File: src/rtl/conv_pkg.sv
// Shared defaults, derived sizes and FSM state type for the convolution stream driver.
package conv_pkg;

   localparam int unsigned DEF_DATA_WIDTH_X = 8;
   localparam int unsigned DEF_DATA_WIDTH_F = 8;
   localparam int unsigned DEF_X_SIZE       = 128;
   localparam int unsigned DEF_F_SIZE       = 32;
   localparam int unsigned DEF_ACC_SIZE     = 21;
   localparam int unsigned DEF_Y_SIZE       = DEF_X_SIZE - DEF_F_SIZE + 1;

   typedef enum logic [1:0] {
      IDLE = 2'd0,
      RUN  = 2'd1,
      DONE = 2'd2
   } state_t;

   // Address width that stays legal for single-entry buffers.
   function automatic int unsigned addr_w(input int unsigned n);
      return (n > 1) ? $clog2(n) : 1;
   endfunction

endpackage

File: src/rtl/conv_axis_src.sv
// Buffer-backed stream source: host-writable buffer streamed out in index order
// through a valid/ready master port while run is high.
module conv_axis_src
   import conv_pkg::*;
#(
   parameter int unsigned DATA_WIDTH = 8,
   parameter int unsigned DEPTH      = 128,
   parameter int unsigned AW         = addr_w(DEPTH),
   parameter int unsigned CW         = $clog2(DEPTH + 1)
) (
   input  logic                         clk,
   input  logic                         reset,
   input  logic                         wr_en,
   input  logic [AW-1:0]                wr_addr,
   input  logic signed [DATA_WIDTH-1:0] wr_data,
   input  logic                         clear,
   input  logic                         run,
   output logic                         valid,
   input  logic                         ready,
   output logic signed [DATA_WIDTH-1:0] data,
   output logic                         finished
);

   logic signed [DATA_WIDTH-1:0] mem [DEPTH];
   logic [CW-1:0]                cnt_q, cnt_d;
   logic [AW-1:0]                rd_idx;
   logic                         in_range;

   always_ff @(posedge clk) begin
      if (wr_en && (32'(wr_addr) < DEPTH)) begin
         mem[wr_addr] <= wr_data;
      end
   end

   always_comb begin
      in_range = (cnt_q < CW'(DEPTH));
      valid    = run && in_range;
      finished = (cnt_q == CW'(DEPTH));
      rd_idx   = in_range ? cnt_q[AW-1:0] : '0;
      data     = mem[rd_idx];
   end

   // Index only moves on a handshake, so data is held across stalls.
   always_comb begin
      cnt_d = cnt_q;
      if (clear) begin
         cnt_d = '0;
      end else if (valid && ready) begin
         cnt_d = cnt_q + 1'b1;
      end
   end

   always_ff @(posedge clk or negedge reset) begin
      if (!reset) begin
         cnt_q <= '0;
      end else begin
         cnt_q <= cnt_d;
      end
   end

endmodule

File: src/rtl/conv_stream_driver.sv
// Streams X and F buffers to an external convolution engine and collects its Y
// results into a host-readable buffer, one run per start.
module conv_stream_driver
   import conv_pkg::*;
#(
   parameter int unsigned DATA_WIDTH_X = DEF_DATA_WIDTH_X,
   parameter int unsigned DATA_WIDTH_F = DEF_DATA_WIDTH_F,
   parameter int unsigned X_SIZE       = DEF_X_SIZE,
   parameter int unsigned F_SIZE       = DEF_F_SIZE,
   parameter int unsigned ACC_SIZE     = DEF_ACC_SIZE
) (
   input  logic                                   clk,
   input  logic                                   reset,
   input  logic                                   wr_en_x,
   input  logic [addr_w(X_SIZE)-1:0]              wr_addr_x,
   input  logic signed [DATA_WIDTH_X-1:0]         wr_data_x,
   input  logic                                   wr_en_f,
   input  logic [addr_w(F_SIZE)-1:0]              wr_addr_f,
   input  logic signed [DATA_WIDTH_F-1:0]         wr_data_f,
   input  logic                                   start,
   input  logic                                   y_hold,
   output logic                                   m_valid_x,
   input  logic                                   m_ready_x,
   output logic signed [DATA_WIDTH_X-1:0]         m_data_x,
   output logic                                   m_valid_f,
   input  logic                                   m_ready_f,
   output logic signed [DATA_WIDTH_F-1:0]         m_data_f,
   input  logic                                   s_valid_y,
   output logic                                   s_ready_y,
   input  logic signed [ACC_SIZE-1:0]             s_data_y,
   input  logic [addr_w(X_SIZE-F_SIZE+1)-1:0]     rd_addr_y,
   output logic [ACC_SIZE-1:0]                    rd_data_y,
   output logic                                   busy,
   output logic                                   done,
   output logic [$clog2(X_SIZE-F_SIZE+2)-1:0]     y_count
);

   localparam int unsigned Y_SIZE = X_SIZE - F_SIZE + 1;
   localparam int unsigned YAW    = addr_w(Y_SIZE);
   localparam int unsigned YCW    = $clog2(Y_SIZE + 1);

   state_t             state_q, state_d;
   logic [YCW-1:0]     y_cnt_q, y_cnt_d;
   logic [ACC_SIZE-1:0] ybuf [Y_SIZE];
   logic               clear;
   logic               running;
   logic               x_fin, f_fin;
   logic               y_fire;

   assign running = (state_q == RUN);
   assign clear   = (state_q == IDLE) && start;

   conv_axis_src #(
      .DATA_WIDTH (DATA_WIDTH_X),
      .DEPTH      (X_SIZE)
   ) u_src_x (
      .clk      (clk),
      .reset    (reset),
      .wr_en    (wr_en_x && !busy),
      .wr_addr  (wr_addr_x),
      .wr_data  (wr_data_x),
      .clear    (clear),
      .run      (running),
      .valid    (m_valid_x),
      .ready    (m_ready_x),
      .data     (m_data_x),
      .finished (x_fin)
   );

   conv_axis_src #(
      .DATA_WIDTH (DATA_WIDTH_F),
      .DEPTH      (F_SIZE)
   ) u_src_f (
      .clk      (clk),
      .reset    (reset),
      .wr_en    (wr_en_f && !busy),
      .wr_addr  (wr_addr_f),
      .wr_data  (wr_data_f),
      .clear    (clear),
      .run      (running),
      .valid    (m_valid_f),
      .ready    (m_ready_f),
      .data     (m_data_f),
      .finished (f_fin)
   );

   always_comb begin
      state_d = state_q;
      unique case (state_q)
         IDLE:    if (start) state_d = RUN;
         RUN:     if (x_fin && f_fin && (y_cnt_q == YCW'(Y_SIZE))) state_d = DONE;
         DONE:    state_d = IDLE;
         default: state_d = IDLE;
      endcase
   end

   always_ff @(posedge clk or negedge reset) begin
      if (!reset) begin
         state_q <= IDLE;
         y_cnt_q <= '0;
      end else begin
         state_q <= state_d;
         y_cnt_q <= y_cnt_d;
      end
   end

   // Y beats are accepted as soon as the engine offers them, independent of X/F progress.
   always_comb begin
      s_ready_y = running && !y_hold && (y_cnt_q < YCW'(Y_SIZE));
      y_fire    = s_valid_y && s_ready_y;
      y_cnt_d   = y_cnt_q;
      if (clear) begin
         y_cnt_d = '0;
      end else if (y_fire) begin
         y_cnt_d = y_cnt_q + 1'b1;
      end
   end

   always_ff @(posedge clk) begin
      if (y_fire) begin
         ybuf[y_cnt_q[YAW-1:0]] <= s_data_y;
      end
   end

   always_comb begin
      rd_data_y = (32'(rd_addr_y) < Y_SIZE) ? ybuf[rd_addr_y] : '0;
      busy      = (state_q != IDLE);
      done      = (state_q == DONE);
      y_count   = y_cnt_q;
   end

endmodule

File: config.mk
export PLATFORM = sky130hd
export DESIGN_NAME = conv_stream_driver
export DESIGN_NICKNAME = d
export VERILOG_FILES = /design/src/rtl/conv_pkg.sv /design/src/rtl/conv_axis_src.sv /design/src/rtl/conv_stream_driver.sv
export SDC_FILE = /design/constraint.sdc
export NUM_CORES = 2
export LEC_CHECK = 0
export BUFFER_PORTS_ARGS = -buffer_cell sky130_fd_sc_hd__clkbuf_2
export CORE_ASPECT_RATIO = 0.7
export CORE_UTILIZATION = 50
export CTS_CLUSTER_DIAMETER = 50
export DETAILED_ROUTE_END_ITERATION = 6
export HOLD_SLACK_MARGIN = 0.1
export PLACE_DENSITY = 0.7
export SYNTH_ARGS = -nofsm -noshare
export SYNTH_HDL_FRONTEND = slang
export SYNTH_SLANG_ARGS = --single-unit
File: constraint.sdc
create_clock -name clk -period 4.3 [get_ports clk]
set_input_delay 0.86 -clock clk [delete_from_list [all_inputs] [get_ports clk]]
set_output_delay 0.86 -clock clk [all_outputs]
set_load 0.01 [all_outputs]
Word level (Yosys, flattened, before mapping)
Memories as Yosys holds them, arrays and structs flattened.
Index checks and enable logic that the tools add are counted.
- register bits after elaboration: 23
- memories kept: 3
- memory bits (writable): 3317
- word-level logic and storage cells: 59
- add/sub/neg operators: 3
- reductions and logical operators: 20
- mux-type cells: 18
- equality and inequality tests: 7
- $lt $le $gt $ge: 4
- memories (memory ; depth ; bits a word ; rd ports ; clocked after memory_dff ; wr ports ; RTL line ; RTL):
    ybuf ; 97 ; 21 ; 1 ; 0 ; 1 ; conv_stream_driver.sv:44 ; logic [ACC_SIZE-1:0] ybuf [Y_SIZE];
    u_src_x.mem ; 128 ; 8 ; 1 ; 0 ; 1 ; conv_axis_src.sv:24 ; logic signed [DATA_WIDTH-1:0] mem [DEPTH];
    u_src_f.mem ; 32 ; 8 ; 1 ; 0 ; 1 ; conv_axis_src.sv:24 ;
- operator list (cell ; count):
    2-to-1 mux 21 bit ; 1
    2-to-1 mux 7 bit ; 3
    2-to-1 mux 8 bit ; 2
    less-than comparator 7 bit (second input constant) ; 2
    logical AND 1 bit ; 12
    2-to-1 mux 6 bit ; 2
    adder 8 x 1 -> 8 bit (second input constant) ; 1
    == test 8 bit (second input constant) ; 1
    less-than comparator 8 bit (second input constant) ; 1
    nonzero test 2 bit ; 4
    adder 7 x 1 -> 7 bit (second input constant) ; 1
    == test 7 bit (second input constant) ; 1
    adder 6 x 1 -> 6 bit (second input constant) ; 1
    == test 6 bit (second input constant) ; 1
    less-than comparator 6 bit (second input constant) ; 1
    2-to-1 mux 1 bit ; 6
    2-to-1 mux 5 bit ; 1
    2-to-1 mux 2 bit ; 2
    case mux 2 bit (2 select lines) ; 1
    == test 2 x 1 -> 1 bit (second input constant) ; 1
    == test 2 bit (second input constant) ; 1
    zero test 1 bit ; 2
    zero test 2 bit ; 1
    inequality test 2 x 1 -> 1 bit (second input constant) ; 1
    2 further kinds ; 2

Depth between registers and ports, before layout
- depth in word-level cells: 6
- mapped depth: 12

By module
A second synthesis with hierarchy kept.
- cells, all modules: 6803
- area, all modules: 131043.2 µm²
- by module, submodules not included (module ; cells an instance ; instances ; area an instance (µm²)):
    conv_stream_driver ; 3587 ; 1 ; 78456.5
    conv_axis_src (u_src_x) ; 2552 ; 1 ; 41901.4
    conv_axis_src (u_src_f) ; 664 ; 1 ; 10685.2

Least setup slack after synthesis
OpenSTA, ideal clock, no wires.
- path type: in2reg
- from: in y_hold
- to: mem ybuf[31][0] (netlist name), enable pin
- required time: 3.875 ns
- stages: 5
- arrival: 3.670 ns
- library setup time: 0.425 ns
- path slack: 0.204 ns
- path through: or3b_2 -> nor4b_2 -> nand3_1 -> or2_2 -> nor3_1
- longest elaborated chain between the ends: 6
- RTL lines (what ; RTL line ; RTL):
    from (decl) ; conv_stream_driver.sv:21 ; input logic y_hold,
    zero test 1 bit ; conv_stream_driver.sv:109 ; s_ready_y = running && !y_hold && (y_cnt_q < YCW'(Y_SIZE));
    logical AND 1 bit (2 in a row) ; conv_stream_driver.sv:109 ;
    logical AND 1 bit ; conv_stream_driver.sv:110 ; y_fire = s_valid_y && s_ready_y;
    2-to-1 mux 1 bit ; conv_stream_driver.sv:120 ; if (y_fire) begin
    2-to-1 mux 1 bit (implied by the code) ; conv_stream_driver.sv:121 ; ybuf[y_cnt_q[YAW-1:0]] <= s_data_y;
    to (decl) ; conv_stream_driver.sv:44 ;
Every way passes these cells.

Final worst setup path
- from: reg u_src_x.cnt_q[0]
- to: out m_data_x[4]
- longest elaborated chain between the ends: 3
- RTL lines (what ; RTL line ; RTL):
    from (decl) ; conv_axis_src.sv:25 ; logic [CW-1:0] cnt_q, cnt_d;
    from (signal assigned) ; conv_axis_src.sv:57 ; cnt_q <= cnt_d;
    less-than comparator 8 bit ; conv_axis_src.sv:36 ; in_range = (cnt_q < CW'(DEPTH));
    2-to-1 mux 7 bit (*) ; conv_axis_src.sv:39 ; rd_idx = in_range ? cnt_q[AW-1:0] : '0;
    memory (128 x 8 bit) (*) ; n/a ;
    to (decl) ; conv_stream_driver.sv:24 ; output logic signed [DATA_WIDTH_X-1:0] m_data_x,
Every way passes the cells marked *; elsewhere a longest branch is shown, timed or not.

==> results.json <==
{
  "ys_seq_area_frac": 0.769,
  "synthArstFlopShare": 0.00689,
  "synth_warnings": 0,
  "worst_pin_slew_ns": 1.21,
  "synth-simple-area-share": 0.0290,
  "syn_area_sq_um": 130000,
  "synth_common_cells": "3317 x edfxtp_1, 514 x mux2i_1, 406 x mux4_2",
  "yosysTopAreaCellShare": 0.765,
  "seq_area_sq_um": 100000,
  "drv_cap": 0,
  "clockBufferDepth": 4,
  "clkSlewWorstSetupHoldPaths_ns": 0.06,
  "grt_start_max_net_pins": 129,
  "dr.pass1.iters": 7,
  "antenna_found_initial": 14,
  "crit_type": "register to output port",
  "placedCellCount": 10700,
  "synth_compound_area_frac": 0.0625,
  "drcViolationCount": 3,
  "dp_slack_ns": -0.238,
  "worstPathArrival_ns": 3.71,
  "synth_top_cell_by_area": "edfxtp_1",
  "fmax_mhz": 219,
  "pin_count": 114,
  "stdcell_count": 11400,
  "cp-end-kind": "output port",
  "grt_pass1_wl_um": 521000,
  "yosysMostFrequentCell": "edfxtp_1",
  "start_kind": "register",
  "core_area_sq_um": 259000,
  "grt_pass1_vias": 70900,
  "met1Wirelength_um": 148000,
  "max-vdd-ir-drop_v": 0.000375,
  "ant_nets": 0,
  "grtUsageTotal": 0.277,
  "die_area_sq_um": 263000,
  "grt_overflow_total": 0,
  "yosys_most_used_dff": "edfxtp_1",
  "clock-sinks": 3340,
  "slew-limit-headroom": 0.189,
  "layout.nets": 7721,
  "synthAdderAreaFrac": 0.000576,
  "critPathMaxFanout": 7,
  "cts_tree": "built",
  "synth_cells": 6859,
  "multi_input_comb_area_sq_um": 29000,
  "leakage_nw": 49.9,
  "wl_per_cell_um": 32.8,
  "hp-class": "input port to register",
  "post_route_cells_drive_above_1_share": 0.275,
  "initial_core_util": 0.504,
  "num_rows": 156,
  "final_hold_viol_count": 0,
  "vias": 74700,
  "synth.area.top_cells": "edfxtp_1 76%, mux4_2 7.0%, mux2i_1 3.9%",
  "cts_root_buf": "clkbuf_16",
  "fin_ws_ns": -0.275,
  "holdWs_ns": 0.151,
  "syn2layout_area_growth_pct": 16.9,
  "fin_worst_skew_ns": 0.0610,
  "synth-xor-area-share": 0.000941,
  "worstPathRequired_ns": 3.44,
  "final_util": 0.589,
  "fin_total_pwr_mw": 83.2,
  "cts_buffers": 322,
  "final.min_clock_period_ns": 4.57,
  "ys_seq_elements": 3340,
  "io_buffers": 113,
  "die_x_um": 612,
  "place.gp.congestion": 0.948,
  "syn_avg_cell_area_sq_um": 19.0,
  "powerDensity_nw_per_um2": 546,
  "grt_setup_unrepaired": "yes",
  "drt_iter0_markers": 12500,
  "yosysUniqueCellTypes": 71,
  "final_max_slew_viol_count": 0,
  "synthMuxAreaShare": 0.120,
  "wl_um": 373000,
  "htreeDepth": 5,
  "fillCellCount": 18300,
  "dr.max_layer_used": "met5",
  "setup_violations": 12,
  "die_h_um": 429,
  "wl_met2_um": 154000,
  "synth_edf_count": 3317,
  "period_share": 1.06,
  "status": "finished with violations",
  "violations": "design-rule violations, negative setup slack",
  "via_per_inst": 6.56,
  "wl_met3_um": 60500,
  "hpwlAfterDp_um": 229000,
  "insertion_delay_ns": 0.91,
  "synth_top_family_by_area": "multiplexers",
  "synth_fp_nets": 6930
}
[critical path, cell delays in order, from the launching register on]
cell,delay [ns]
dfrtp_4,0.59
buf_12,0.20
buf_8,0.14
mux2_4,0.31
a221oi_4,0.27
o21ai_1,0.09
a22o_1,0.28
o211ai_1,0.53
a22oi_2,0.23
clkbuf_2,0.18
[final timing paths]
path | from | to | slack (ns) | depth (start not counted)
min in group asynchronous | reset | u_src_f.cnt_q[5] | 0.56 | 2
max reg2reg | y_count[0] | ybuf[74][3] | 0.96 | 7
min | start | u_src_f.cnt_q[5] | 0.15 | 2
min reg2reg | u_src_f.cnt_q[1] | u_src_f.cnt_q[1] | 0.61 | 2
max in group asynchronous | reset | u_src_x.cnt_q[7] | 3.15 | 2
max | u_src_x.cnt_q[0] | m_data_x[4] | -0.27 | 9
[logic make-up after synthesis]
family,count (synthesis)
fa+ha+maj,6
simple gates,841
flops,3340
mux,1043
xor+xnor,14
compound gates,1157
buf+inv,458
[registers in the layout (all words and copies together) (netlist names)]
name	cells
y_count	7
u_src_f.cnt_q	6
u_src_x.cnt_q	8
u_src_x.mem	1024
u_src_f.mem	256
ybuf	2037
state_q	2
[metrics by stage]
| stage | TNS (ns) | cell area (sq um) |
|---|---|---|
| 6_report | -1.72 | 152000 |
| 5_1_grt | -1.49 | 152000 |
| 4_1_cts | -1.17 | 151000 |
| 3_5_place_dp | -2.12 | 140000 |
| 3_3_place_gp | -2.03 | 140000 |
| 2_1_floorplan | 0 | 130000 |
[final cells by class]
type,count,share of cell area
tap,3476,0.0286
antenna,3,0.0000493
multi-input combinational,3062,0.190
sequential,3340,0.658
clock buffer,397,0.0558
inverter,16,0.000427
clock inverter,181,0.0118
timing repair buffer,908,0.0552
[cells in the final DEF (no fill, tap or decap), types with 74 or more instances in the layout]
master,count
nor2_1,251
clkbuf_2,74
edfxtp_1,3317
nand2_1,256
clkbuf_16,336
mux2i_1,513
a21oi_1,251
o22ai_1,91
a22oi_1,106
buf_12,78
o221ai_1,178
nor2_2,93
buf_4,676
mux4_2,406
o21ai_0,82
mux2_2,120
[layer usage]
layer / up-vias / global-route usage
li1: 29900 / -
met1: 38400 / 0.427
met2: 5762 / 0.374
met3: 690 / 0.0997
met4: 4 / 0.0709
met5: - / 0
[what timing repair did]
| item | in CTS | in global routing |
|---|---|---|
| setup endpoints to repair | 34 | 36 |
| hold buffers | 1 | 0 |
| pin swaps | 34 | 51 |
| buffers inserted | 45 | 31 |
| gates resized for setup | 165 | 130 |
| cloned | 11 | 10 |
| endpoints found under the hold margin | 23 | 0 |
[power by group]
part | switching (mW) | total (mW) | internal (mW)
Clock | 12.2 | 28.0 | 15.7
Combinational | 11.6 | 18.8 | 7.19
Sequential | 0.288 | 36.4 | 36.1
Total | 24.2 | 83.2 | 59.0
(Power assumes the default switching activity.)
